## src/rtl/gpu_pkg.sv

```systemverilog
// rtl/gpu_pkg.sv - shared opcode field positions, END encoding and sequencer state codes
package gpu_pkg;

   localparam int OPC_CLASS_HI = 15;
   localparam int OPC_CLASS_LO = 14;
   localparam logic [1:0] CLASS_CTRL = 2'b11;
   localparam int END_SEL_BIT  = 8;
   localparam int END_FLAG_BIT = 0;

   localparam logic [1:0] ST_IDLE = 2'd0;
   localparam logic [1:0] ST_RUN  = 2'd1;
   localparam logic [1:0] ST_DONE = 2'd2;

   // END is a control-class word with the select bit clear and the flag bit set
   function automatic logic is_end_word(input logic [15:0] w);
      return (w[OPC_CLASS_HI:OPC_CLASS_LO] == CLASS_CTRL) && !w[END_SEL_BIT] && w[END_FLAG_BIT];
   endfunction

endpackage

```

## src/rtl/prog_mem.sv

```systemverilog
// rtl/prog_mem.sv - instruction store, synchronous write and combinational read, never reset
module prog_mem #(
   parameter int DEPTH  = 32,
   parameter int ADDR_W = 5
) (
   input  logic              clk,
   input  logic              we,
   input  logic [ADDR_W-1:0] waddr,
   input  logic [15:0]       wdata,
   input  logic [ADDR_W-1:0] raddr,
   output logic [15:0]       rdata
);

   logic [15:0] mem_q [DEPTH];

   always_ff @(posedge clk) begin
      if (we) begin
         mem_q[waddr] <= wdata;
      end
   end

   assign rdata = mem_q[raddr];

endmodule

```

## src/rtl/program_sequencer.sv

```systemverilog
// rtl/program_sequencer.sv - runs the stored program once per start, broadcasting one opcode per cycle
module program_sequencer
   import gpu_pkg::*;
#(
   parameter int PROG_DEPTH = 32,
   parameter int ADDR_W     = 5
) (
   input  logic              clk,
   input  logic              rst,
   input  logic              prog_we,
   input  logic [ADDR_W-1:0] prog_addr,
   input  logic [15:0]       prog_data,
   input  logic              start,
   input  logic              hold,
   output logic [15:0]       opcode,
   output logic              execute,
   output logic              busy,
   output logic              done,
   output logic [ADDR_W:0]   issued
);

   localparam logic [ADDR_W-1:0] PC_LAST = ADDR_W'(PROG_DEPTH - 1);

   logic [1:0]        state_q, state_d;
   logic [ADDR_W-1:0] pc_q, pc_d;
   logic [15:0]       opcode_q, opcode_d;
   logic              execute_q, execute_d;
   logic [ADDR_W:0]   issued_q, issued_d;
   logic [15:0]       mem_rdata;
   logic              mem_we;

   // Program is frozen while a run is in flight so the cores see a consistent stream
   assign mem_we = prog_we && (state_q == ST_IDLE) && !rst;

   prog_mem #(
      .DEPTH  (PROG_DEPTH),
      .ADDR_W (ADDR_W)
   ) u_prog_mem (
      .clk   (clk),
      .we    (mem_we),
      .waddr (prog_addr),
      .wdata (prog_data),
      .raddr (pc_q),
      .rdata (mem_rdata)
   );

   always_comb begin
      state_d   = state_q;
      pc_d      = pc_q;
      opcode_d  = opcode_q;
      execute_d = 1'b0;
      issued_d  = issued_q;
      case (state_q)
         ST_IDLE: begin
            if (start) begin
               state_d  = ST_RUN;
               pc_d     = '0;
               issued_d = '0;
            end
         end
         ST_RUN: begin
            if (!hold) begin
               if (is_end_word(mem_rdata)) begin
                  state_d = ST_DONE;
               end else begin
                  opcode_d  = mem_rdata;
                  execute_d = 1'b1;
                  issued_d  = issued_q + 1'b1;
                  // Last slot ends the run implicitly; pc parks instead of wrapping
                  if (pc_q == PC_LAST) begin
                     state_d = ST_DONE;
                  end else begin
                     pc_d = pc_q + 1'b1;
                  end
               end
            end
         end
         ST_DONE: begin
            state_d = ST_IDLE;
         end
         default: begin
            state_d = ST_IDLE;
         end
      endcase
   end

   always_ff @(posedge clk) begin
      if (rst) begin
         state_q   <= ST_IDLE;
         pc_q      <= '0;
         opcode_q  <= 16'h0000;
         execute_q <= 1'b0;
         issued_q  <= '0;
      end else begin
         state_q   <= state_d;
         pc_q      <= pc_d;
         opcode_q  <= opcode_d;
         execute_q <= execute_d;
         issued_q  <= issued_d;
      end
   end

   assign opcode  = opcode_q;
   assign execute = execute_q;
   assign issued  = issued_q;
   assign busy    = (state_q == ST_RUN);
   assign done    = (state_q == ST_DONE);

endmodule
```

## config.mk

```make
export PLATFORM = sky130hd
export DESIGN_NAME = program_sequencer
export DESIGN_NICKNAME = d
export VERILOG_FILES = /design/src/rtl/gpu_pkg.sv /design/src/rtl/prog_mem.sv /design/src/rtl/program_sequencer.sv
export SDC_FILE = /design/constraint.sdc
export NUM_CORES = 1
export LEC_CHECK = 0
export ABC_AREA = 1
export CORE_MARGIN = 4
export CORE_UTILIZATION = 40
export CTS_CLUSTER_DIAMETER = 30
export DETAILED_ROUTE_END_ITERATION = 8
export PLACE_DENSITY = 0.59
export RECOVER_POWER = 100
export SYNTH_ARGS = -nofsm -noshare
export SYNTH_HDL_FRONTEND = slang
export SYNTH_SLANG_ARGS = --single-unit
```

## constraint.sdc

```tcl
create_clock -name clk -period 3 [get_ports clk]
set_clock_uncertainty 0.2 [all_clocks]
set_input_delay 0.9 -clock clk [delete_from_list [all_inputs] [get_ports clk]]
set_output_delay 0.9 -clock clk [all_outputs]
set_load 0.05 [all_outputs]
```

==> results.py <==
metrics = {
    "timing": {
        "tightest_slew_ns": 1.83,
        "setup_viol": 0,
        "slew-limit-headroom_pct": -21.8,
        "period_needed_ns": 2.99,
        "grt_setup_unrepaired": "false",
        "drv_slew": 33,
        "min_period_over_period_pct": 99.8,
        "max_freq_ghz": 0.334,
        "final_hold_viol_count": 0,
        "hold-worst-slack_ns": 0.238,
    },
    "power": {
        "power_density_nw_per_um2": 846,
        "leakagePower_nw": 9.43,
        "p_sw_share_pct": 26.4,
        "p_seq_share_pct": 37.1,
        "p_int_mw": 16.9,
        "netSwitchingPower_mw": 6.06,
        "ir_worst_vdd_mv": 0.440,
        "power_frac_comb_pct": 12.5,
        "pwr-share-clk_pct": 50.4,
    },
    "clocking": {
        "clkTransAtPathRegs_ns": 0.05,
        "cts_tree": "done",
        "clockRootBuffer": "clkbuf_16",
        "htreeDepth": 3,
        "numCtsBuffers": 102,
        "cts_buffer_depth": 3,
        "cts_setup_buffers": 0,
        "cts_sinks": 547,
        "insertion_delay_ns": 0.63,
        "ctsResizeCount": 4,
        "hold_buffers": 0,
    },
    "worst_setup_path": {
        "crit_buf_inv": 2,
        "startpoint_type": "input pin",
        "reg2reg_to": "opcode[6]",
        "crit_fanout": 32,
        "worstPathCellList": "dlygate4sd3_1 -> clkdlybuf4s25_1",
        "cp-end-kind": "flip-flop",
        "crit_family": "buffers and inverters",
        "crit_arrival_ns": 2.95,
        "cp_slowest_stage_delay_ns": 1.48,
        "reg2regPathDepth": 15,
        "critPathSlowestCell": "clkdlybuf4s25_1",
        "crit_type": "in -> reg",
        "required_ns": 2.95,
        "r2r_slack_ns": 0.21,
    },
    "synthesis": {
        "yosys_warnings": 0,
        "yosys.area.top_type": "edfxtp_1",
        "synth_area_sq_um": 21800,
        "ys_ff_latch": 547,
        "synth_nets": 1759,
        "synth_cells": 1730,
        "synth_edf_count": 512,
        "async_flop_share_pct": 0,
        "yosys.area.top_type_share_pct": 70.4,
        "synth_area_leaders": "edfxtp_1 70%, nor2_1 4.5%, nand2_1 4.2%",
        "synthTopCellsByCount": "512 x edfxtp_1, 259 x nor2_1, 242 x nand2_1, 177 x o21ai_0, 158 x nand3_1",
        "synth.distinct_cells": 34,
        "seq_area_frac_synth_pct": 73.6,
        "synthMostInstantiatedCell": "edfxtp_1",
        "synth_ff_type": "edfxtp_1",
        "syn_avg_cell_area_sq_um": 12.6,
    },
    "route": {
        "avgViaCountPerCell": 5.57,
        "routed_wl_um": 61600,
        "vias": 14900,
        "drc_errors": 0,
        "drt_first_iter_violations": 1910,
        "detail_route.wl_per_cell_um": 23.0,
        "drt_first_pass_iters": 6,
        "antenna_left": 0,
    },
    "die": {
        "initial_core_util_pct": 40.5,
        "die_w_um": 242,
        "pin_count": 51,
        "core_sq_um": 53900,
        "dieArea_sq_um": 58400,
        "fp.dieH_um": 242,
        "row_count": 85,
    },
    "global_route": {
        "grt_max_degree": 93,
        "antenna_found_initial": 2,
        "grt_overflow": 0,
        "grt_pass1_wl_um": 92100,
        "grt_util_all_layers_pct": 20.7,
        "grt_pass1_vias": 14900,
    },
    "placed_design": {
        "hpwl_um": 37000,
        "gp_congestion": 0.887,
        "io_buffers": 50,
        "placed_area_sq_um": 24000,
    },
    "min_path": {
        "min_path_type": "reg -> reg",
        "min_delay_worst_endpoint": "opcode[0]",
        "worstHoldPathCells": 2,
        "min_from": "opcode[0]",
    },
    "layout": {
        "area_growth_pct": 24.4,
        "layout-drive-gt1-share_pct": 16.3,
        "postLayoutCellArea_sq_um": 27200,
        "num_antenna_cells": 0,
        "fin_nets": 1926,
    },
    "outcome": {
        "status": "finished, violations left",
        "violations": "max-capacitance violations, max-slew violations",
    },
    "job": {
        "maxCapViolCount": 1,
    },
}
[layout make-up]
| type | instances | area, sq um |
|---|---|---|
| multi-input combinational | 1040 | 5050 |
| fill | 4579 | 26800 |
| clock inverter | 73 | 785 |
| tap | 696 | 871 |
| inverter | 29 | 119 |
| timing repair buffer | 177 | 1480 |
| clock buffer | 120 | 2780 |
| sequential | 547 | 16100 |
[flip-flops by register name, summed over array words and instances, names as in the netlist, named ones only]
name              cells
issued                6
state_q               2
opcode               16
execute               1
u_prog_mem.mem_q    512
pc_q                  5
[per-stage QoR]
stage	std cells	power, mW	setup WS (ns)	util [%]	TNS [ns]
6_report	2682	23.0	0.00609	50.4	0
5_1_grt	2682	23.8	0.00863	50.4	0
4_1_cts	2682	23.1	0.0184	51.1	0
3_5_place_dp	2489	11.5	-0.0741	44.5	-5.59
3_3_place_gp	2489	11.5	-0.0847	44.5	-12.30
2_1_floorplan	1730	10.4	0.0108	-	0
[worst max-delay path by stage]
stage	start	endpoint	depth (start not counted)	slack [ns]
finish	prog_data[7]	u_prog_mem.mem_q[20][7]	2	0.006
global route	rst	u_prog_mem.mem_q[25][5]	9	0.009
CTS	issued[0]	issued[0]	1	0.02
detailed placement	rst	u_prog_mem.mem_q[23][2]	9	-0.07
global placement	rst	u_prog_mem.mem_q[18][2]	9	-0.08
floorplan	rst	u_prog_mem.mem_q[0][0]	6	0.01
[power by group through the flow]
stage | clock network, mW | registers, mW | logic, mW
2_1_floorplan | 0 | 8.76 | 1.62
5_1_grt | 12.2 | 8.52 | 3.10
6_report | 11.6 | 8.52 | 2.87
4_1_cts | 11.7 | 8.51 | 2.89
3_3_place_gp | 0 | 8.65 | 2.86
3_5_place_dp | 0 | 8.66 | 2.88
[cell usage in the layout, fill, tap and decap left out, drive strengths merged]
cell type,count
edfxtp,512
nor2,261
nand2,254
o21ai,198
clkbuf,174
nand3,159
o221ai,78
buf,73
inv,47
a21oi,37
dfxtp,35
clkinv,26
dlygate4sd3,24
clkdlybuf4s50,21
o22ai,18
o211ai,18
clkinvlp,18
bufinv,11
or2,8
dlygate4sd2,4
ha,3
nor3,2
nand4,2
a31o,1
nand3b,1
clkdlybuf4s25,1
[tightest hold or removal path: stages, from the launching register on]
cell and delay, ns:
dfxtp_1 0.30, inv_1 0.04, a21oi_1 0.05
[routing by layer]
layer / up-vias / global-route usage, % / share of wire (%)
met5: - / 0 / 0.019
met4: 2 / 8.25 / 2.9
met3: 113 / 4.13 / 7.9
met2: 652 / 33.0 / 47
met1: 7429 / 28.1 / 42
li1: 6746 / - / -
[cells by family after synthesis]
family | Yosys count | synth area share, %
buffers and inverters | 143 | 3.20
AOI/OAI and AO/OA | 350 | 9.88
DFF | 547 | 73.6
and+or+nand+nor | 687 | 13.1
adders and majority gates | 3 | 0.172
(Power assumes the default switching activity.)
